**src/rtl/max_pool_2x2.sv**
```systemverilog
// max_pool_2x2: streaming 2x2 stride-2 pooling of raster pixels; average pooling when POOL_AVG_EN is defined.
// Latency: pooled pixel and outValid are registered on the edge that accepts the odd-row, odd-column pixel.
// Backpressure: none; one pixel is consumed per inValid cycle, and bubbles anywhere simply hold state.
module max_pool_2x2 #(
  parameter int WORD_SIZE = 8,
  parameter int ROW_SIZE  = 538
) (
  input  logic                 clk,
  input  logic                 rst,
  input  logic [WORD_SIZE-1:0] inputPixel,
  input  logic                 inValid,
  input  logic                 frameStart,
  output logic [WORD_SIZE-1:0] outputPixel,
  output logic                 outValid,
  output logic                 outRowEnd
);

  // Pooled pixels per output row; also the line-buffer depth.
  localparam int OUT_ROW_SIZE = ROW_SIZE / 2;
  localparam int COL_W        = (ROW_SIZE > 2) ? $clog2(ROW_SIZE) : 1;
  localparam int ADDR_W       = (OUT_ROW_SIZE > 1) ? $clog2(OUT_ROW_SIZE) : 1;
  localparam bit ODD_ROW_LEN  = (ROW_SIZE % 2) == 1;

`ifdef POOL_AVG_EN
  // The line buffer keeps the full pair sum so the final divide sees all four pixels.
  localparam int LB_W = WORD_SIZE + 1;
`else
  localparam int LB_W = WORD_SIZE;
`endif

  localparam logic [COL_W-1:0]  LAST_COL  = COL_W'(ROW_SIZE - 1);
  localparam logic [ADDR_W-1:0] LAST_ADDR = ADDR_W'(OUT_ROW_SIZE - 1);

  // Position of the next accepted pixel within the frame.
  logic [COL_W-1:0]     col;
  logic                 rowOdd;
  // First pixel of the current horizontal pair.
  logic [WORD_SIZE-1:0] pairHold;
  // Pair results from the even row, consumed by the odd row below it.
  logic [LB_W-1:0]      lineBuf [OUT_ROW_SIZE];

  logic [ADDR_W-1:0]    addr;
  logic                 last_col;
  logic                 skip;
  logic                 take;
  logic [LB_W-1:0]      lineVal;
  logic [LB_W-1:0]      pairVal;
  logic [WORD_SIZE-1:0] blockVal;
`ifdef POOL_AVG_EN
  logic [WORD_SIZE+1:0] sum4;
`endif

  assign addr     = ADDR_W'(col >> 1);
  assign last_col = (col == LAST_COL);
  // The unpaired trailing column of an odd-width row only advances the counters.
  assign skip     = ODD_ROW_LEN && last_col;
  // Pixel contributes data: accepted, not a frame restart, not the discarded column.
  assign take     = inValid && !frameStart && !skip;
  // Write happens on even rows and read on odd rows, so the asynchronous read never races the write.
  assign lineVal  = lineBuf[addr];

  // Combine the held pixel with the incoming one, then with the stored pair from the row above.
  always_comb begin
    pairVal  = '0;
    blockVal = '0;
`ifdef POOL_AVG_EN
    sum4     = '0;
    pairVal  = {1'b0, pairHold} + {1'b0, inputPixel};
    sum4     = {1'b0, lineVal} + {1'b0, pairVal};
    // Four WORD_SIZE values sum to WORD_SIZE+2 bits; dropping two LSBs truncates the mean.
    blockVal = WORD_SIZE'(sum4 >> 2);
`else
    pairVal  = (inputPixel > pairHold) ? inputPixel : pairHold;
    blockVal = (lineVal > pairVal) ? lineVal : pairVal;
`endif
  end

  // Counters, pair capture and registered output strobe.
  always_ff @(posedge clk or posedge rst) begin
    if (rst) begin
      col         <= '0;
      rowOdd      <= 1'b0;
      pairHold    <= '0;
      outputPixel <= '0;
      outValid    <= 1'b0;
      outRowEnd   <= 1'b0;
    end else begin
      outValid  <= 1'b0;
      outRowEnd <= 1'b0;
      if (frameStart) begin
        // Abandon any partial block; a pixel arriving now becomes row 0, col 0.
        rowOdd <= 1'b0;
        if (inValid) begin
          pairHold <= inputPixel;
          col      <= COL_W'(1);
        end else begin
          col <= '0;
        end
      end else if (inValid) begin
        if (last_col) begin
          col    <= '0;
          rowOdd <= ~rowOdd;
        end else begin
          col <= col + COL_W'(1);
        end
        if (take) begin
          if (!col[0]) begin
            pairHold <= inputPixel;
          end else if (rowOdd) begin
            outputPixel <= blockVal;
            outValid    <= 1'b1;
            outRowEnd   <= (addr == LAST_ADDR);
          end
        end
      end
    end
  end

  // Even-row pair results are parked here; no reset since each entry is written before being read.
  always_ff @(posedge clk) begin
    if (take && col[0] && !rowOdd) begin
      lineBuf[addr] <= pairVal;
    end
  end

endmodule

```
**config.mk**
```make
export PLATFORM = sky130hd
export DESIGN_NAME = max_pool_2x2
export DESIGN_NICKNAME = d
export VERILOG_FILES = /design/src/rtl/max_pool_2x2.sv
export SDC_FILE = /design/constraint.sdc
export NUM_CORES = 2
export LEC_CHECK = 0
export BUFFER_PORTS_ARGS = -buffer_cell sky130_fd_sc_hd__buf_2
export CORE_MARGIN = 1
export CORE_UTILIZATION = 40
export CTS_CLUSTER_DIAMETER = 150
export DETAILED_ROUTE_END_ITERATION = 10
export GPL_TIMING_DRIVEN = 1
export SYNTH_ARGS = -nofsm -noshare
export SYNTH_HDL_FRONTEND = slang
export SYNTH_SLANG_ARGS = --single-unit
```
**constraint.sdc**
```tcl
create_clock -name clk -period 6.7 [get_ports clk]
set_input_delay 0.67 -clock clk [delete_from_list [all_inputs] [get_ports clk]]
set_output_delay 0.67 -clock clk [all_outputs]
set_load 0.02 [all_outputs]
```
=== After elaboration in Yosys (flattened, before gate mapping) ===
Memory sizes are Yosys's and may differ from the RTL's.
Index checks and enable logic that the tools add are counted.

* $add $sub $neg: 1
* Order comparisons: 2
* Eq/ne operators: 3
* Muxes and demuxes: 26
* Bitwise logic cells: 2
* Reductions and logical operators: 11

{| class="wikitable"
|+ Operators with widths
! cell !! count
|-
| 8-bit two-way mux || 7
|-
| 10-bit two-way mux || 3
|-
| 8-bit greater-than comparator || 2
|-
| 1-bit two-way mux || 16
|-
| 10-bit by 1-bit adder with 10-bit output, second input constant || 1
|-
| 10-bit equality test, second input constant || 1
|-
| 9-bit equality test, second input constant || 1
|-
| 2-bit nonzero test || 3
|-
| 5-bit AND reduction || 1
|-
| 1-bit logical AND || 3
|-
| 3-bit AND reduction || 1
|-
| 1-bit zero test || 2
|-
| 2-bit inequality test, second input constant || 1
|-
| 1-bit inverter || 2
|-
| 2-bit AND reduction || 1
|}

* Flip-flop bits (word level): 29
* RAM bits: 2152
* Output and inout bits: 10
* Logic and storage cells: 52
* Memories: 1

{| class="wikitable"
|+ Memory list
! name !! depth !! width !! rd ports !! clocked after memory_dff !! wr ports !! line !! RTL
|-
| lineBuf || 269 || 8 || 1 || 0 || 1 || 40 || <nowiki>logic [LB_W-1:0] lineBuf [OUT_ROW_SIZE];</nowiki>
|}

=== Depth between registers and ports, before layout ===
* Depth after elaboration: 6
* Depth in mapped cells: 21

=== Worst setup path after synthesis ===
No wires, ideal clock.

* Path type: input port to flip-flop
* Start: input port inputPixel[1]
* End: register outputPixel[4]
* Arrival time: 5773 ps
* Path slack: 806 ps
* Stages on the path: 18
* Path through: ha_1 -> nor2b_1 -> o21a_1 -> o21ai_0 -> a21oi_1 -> o22a_1 -> clkbuf_1 -> mux2_2 -> inv_1 -> ha_1 -> nor2b_1 -> o21a_1 -> o21a_1 -> o21ai_0 -> a21oi_1 -> o31ai_1 -> a21oi_1 -> a22o_1

* Word-level cells in the longest chain between the ends: 4

{| class="wikitable"
|+ Ends and longest elaborated chain
! what !! line !! RTL
|-
| from (decl) || 10 || <nowiki>input logic [WORD_SIZE-1:0] inputPixel,</nowiki>
|-
| 8-bit greater-than comparator || 73 || <nowiki>pairVal = (inputPixel > pairHold) ? inputPixel : pairHold;</nowiki>
|-
| 8-bit two-way mux (*) || 73 ||
|-
| named net pairVal[1] || 47 || <nowiki>logic [LB_W-1:0] pairVal;</nowiki>
|-
| 8-bit greater-than comparator (*) || 74 || <nowiki>blockVal = (lineVal > pairVal) ? lineVal : pairVal;</nowiki>
|-
| 8-bit two-way mux (*) || 74 ||
|-
| to (signal assigned) || 110 || <nowiki>outputPixel <= blockVal;</nowiki>
|-
| to (decl) || 13 || <nowiki>output logic [WORD_SIZE-1:0] outputPixel,</nowiki>
|}

Mark *: on every way through the listed nets, which the timed path passes. The rest lies on a longest branch.
A chain may end at the register's enable or synchronous reset.

=== Worst setup path in the final report ===
* Start: register col[1]
* End: register outputPixel[4]

* Word-level cells in the longest chain between the ends: 3

{| class="wikitable"
|+ Ends and longest elaborated chain
! what !! line !! RTL
|-
| from (decl) || 35 || <nowiki>logic [COL_W-1:0] col;</nowiki>
|-
| from (signal assigned) || 104 || <nowiki>col <= col + COL_W'(1);</nowiki>
|-
| memory 269 x 8 bit (*) || n/a ||
|-
| 8-bit greater-than comparator || 74 ||
|-
| 8-bit two-way mux (*) || 74 ||
|}

Mark *: on every way between the ends. The rest lies on a longest branch, timed or not.

==> results.txt <==
The share of total power dissipated in the clock network is 0.404. The residual overflow from global routing came out at 0. Traced cell by cell, the critical path runs through inv_2 > buf_4 > mux2_2 > a221oi_1 > o211ai_1 > o211ai_1 > nand4_1 > ha_1 > o21a_1 > o21a_1 > o21ai_0 > a21oi_1 > o31ai_1 > a21oi_1 > a22o_1. The largest stage delay on the critical path came out at 1.11 ns. The floorplan step defined a die boundary enclosing 0.216 mm².

The most common cell in the synthesized netlist is edfxtp_1. The initial antenna violation count came to 9. The share of total power in sequential cells is 0.525.

The tightest hold path in the finished design has a slack of 0.0920 ns. The average vias per placed instance came out at 5.97. The hold violation count in the final report is 0. The detail route stage leaves a number of antenna-violating nets equal to 0. The layout cell share with drive strength beyond 1 came out at 0.244.

Setup repair after global routing left no endpoint under its margin. The final reports fail on DRC. Based on the critical path, the design can be clocked at up to 161 MHz. The static power due to leakage is 29.4 nW. Among all stages on the critical path, the largest delay is contributed by dfrtp_4.

The summed area of non-filler cells in the final layout is 0.0967 mm². For this run, the total global-route usage over all layers was measured as 0.219. In this run the power spent charging and discharging nets is 6.86 mW. The type of destination of the critical path is a flop. The depth of the CTS H-tree is 4. The via count is 43308.

The clock net in this run drives a total of 2181 sinks. The data arrival time of the worst path came out at 6.95 ns. By count the netlist is led by 2152 x edfxtp_1, 530 x mux4_2, 331 x nor2_1, 126 x nand2_1, 123 x mux2i_1.

IR analysis of the VDD net gives a maximum drop of 259 µV. Wires add up to 238000 µm. The number of top-level pins is 22. Buffers placed on the I/O ports in this run total 21. Fill cells in the final layout number 17611. The number of nets produced by synthesis came out at 4101. The endpoint required time on the critical path came out at 7.46 ns. The actual slew at the worst max-slew pin is 1.30 ns. Entering global routing, the biggest net connects 239 pins. The iteration count of the initial detailed-routing pass came out at 8.

The post-CTS clock slew at the launch and capture registers of the worst setup and hold paths came out at 0.07 ns. The number of instances in the placed design came out at 6842. The flow ran to the end, but the final reports show violations. The clock tree from TritonCTS is yes.

The die extent in x is 465 µm. The floorplan has 169 rows. The average instance area after synthesis came out at 21.0 µm². After the first detailed-routing iteration, the DRC count stood at 5581. Power spread over the standard cell area amounts to 312 mW/mm². The clock root buffer is clkbuf_16.

The synthesized flop and latch total is 2181. The type of the setup path with the least slack is flop to flop. Ranked by total cell area, the synthesized netlist is headed by edfxtp_1 75%, mux4_2 14%, nor2_1 1.5%. Setup slack on the critical path of the routed design comes to 0.505 ns. Setup violations remaining at the end of the flow were counted as 0. The via count of the first global-routing pass is 42676.

STA classifies the critical path startpoint as a flop. The library cell with the largest summed area after synthesis is edfxtp_1. Once detailed placement completed, the half-perimeter wirelength came to 147000 µm.

Yosys printed 0 warnings. The net total in the final layout came out at 4270. The critical-path maximum fanout is 35. The tool flagged a number of max-cap violations equal to 0. The number of clock buffers added by TritonCTS is 216. The proportion of netlist area held by the largest area contributor is 0.755. The share of flip-flops with an asynchronous set or reset came out at 0.0133. After clock tree synthesis, the repair step resized 0 gates. The combinational fraction of design power is 0.072.

The clock latency at the later pin of the worst-skew pair came out at 0.88 ns. The path category of the worst min-delay check is input pin to flop. The final instance count without filler cells is 7250.

For this run, design rule violations remaining after detail routing come to 6. Among all flip-flop cells after synthesis, the most frequent one is edfxtp_1. The buffers inserted during post-CTS setup optimization is 0. The final clock period utilization by the worst path is 0.925. The switching share of power is 0.228. The synthesized design contains 2152 enable-type register cells. The headroom to the max-slew limit is 0.112.

The number of distinct library cells after synthesis is 79. The final routed wire length divided by cell count is 32.8 µm. The sequential share of the synthesized area came out at 0.763. The cell area after synthesis is 0.0856 mm². The area of placed instances is 0.0896 mm². The synthesis-to-layout area growth is 12.9%.

The final total negative setup slack is 0 ns. The first-pass GRT wire length came out at 334000 µm. The minimum setup slack after placement is 0.757 ns. The longest clock path from root to sink contains 3 buffers. The chip height came out at 465 µm.

The region available for standard cell placement spans 0.212 mm². The global placer's final weighted congestion came out at 0.890. The maximum clock skew at final layout is 0.0444 ns.

The max-slew violation count is 0. The clock period minus final worst setup slack is 6.20 ns. The number of cells produced by synthesis came out at 4071.

The starting utilization of the core area is 0.403. The total internal power is 23.3 mW.
registers in the layout, summed over array words and instances (netlist names):
name / flops
col: 10
pairHold: 8
outValid: 1
outRowEnd: 1
rowOdd: 1
lineBuf: 2152
outputPixel: 8
cell families after synthesis:
logic type | Yosys count | synth area share
buf+inv | 264 | 0.0185
flops | 2181 | 0.763
compound gates | 304 | 0.0258
xor+xnor | 5 | 0.000511
fa+ha+maj | 18 | 0.00263
simple gates | 619 | 0.0315
mux | 680 | 0.158
placed cells by master, fill, tap and decap left out, types with 7 or more instances in the layout:
cell type,synthesis,final
edfxtp_1,2152,2152
mux4_2,530,530
nor2_1,331,329
clkbuf_16,0,218
buf_4,39,137
mux2i_1,123,123
nand2_1,126,118
a22oi_1,69,69
clkinv_1,0,54
clkbuf_1,82,49
nand3_1,47,47
a21oi_1,41,41
clkinv_2,0,39
o21ai_0,30,30
buf_12,9,29
dfrtp_1,29,23
inv_1,24,22
bufinv_16,0,22
nor2b_1,25,21
a221oi_1,21,21
a22o_1,21,21
buf_2,65,21
nor3_1,20,20
mux2_2,24,18
ha_1,18,18
o22ai_1,15,15
nand2b_1,13,13
nand4_1,13,13
o211ai_1,12,12
a31oi_1,12,12
a32oi_1,9,9
nand2_2,1,9
o21ai_1,8,8
and3_1,7,7
layout make-up:
cell class	instances	area, µm²	area share
Antenna cell	2	5.00	0.0000518
Clock buffer	269	5670	0.0586
Clock inverter	136	1420	0.0147
Inverter	27	121	0.00126
Multi-Input combinational cell	1626	18800	0.195
Sequential cell	2181	65400	0.676
Tap cell	2821	3530	0.0365
Timing Repair Buffer	188	1720	0.0178
stage by stage:
stage,power [mW],util
floorplan,17.5,-
global placement,18.2,0.422
detailed placement,18.3,0.422
CTS,30.3,0.455
global route,30.9,0.455
finish,30.1,0.455
timing repair:
item / CTS / global route
endpoints found under the hold margin: 29 / 0
endpoints found under the setup margin: 0 / 0
hold buffers: 1 / 0
critical path, delay by kind of cell, from the launching register on:
kind	cells	cell delay, ns
AO/OA/AOI/OAI	10	3.15
adder cells (fa/ha/maj)	1	0.36
buffers and inverters	2	0.83
flip-flops	1	1.11
multiplexers	1	0.39
AND/OR/NAND/NOR	1	0.20
power groups by stage:
stage | clock network [mW] | logic, mW | registers (mW)
5_1_grt | 12.8 | 2.29 | 15.8
4_1_cts | 12.3 | 2.18 | 15.8
2_1_floorplan | 0 | 1.29 | 16.2
6_report | 12.2 | 2.16 | 15.8
3_3_place_gp | 0 | 2.12 | 16.1
3_5_place_dp | 0 | 2.18 | 16.1
path summary, 6_finish.rpt:
kind	cells after the start	slack, ns	to	startpoint
setup reg to reg	15	0.50	outputPixel[4]	col[1]
setup / recovery	15	0.50	outputPixel[4]	col[1]
hold reg to reg	2	0.55	outputPixel[2]	outputPixel[2]
min in group asynchronous	4	0.47	pairHold[2]	rst
hold / removal	2	0.09	pairHold[5]	inputPixel[5]
max in group asynchronous	4	5.80	col[1]	rst
layer usage:
| metal | up-vias | routed length (µm) | global-route usage |
|---|---|---|---|
| li1 | 17291 | - | - |
| met1 | 23311 | 96500 | 0.313 |
| met2 | 2302 | 109000 | 0.333 |
| met3 | 400 | 23700 | 0.0492 |
| met4 | 4 | 8220 | 0.0724 |
| met5 | - | 22 | 0 |
Power figures use the tool's default switching activity.
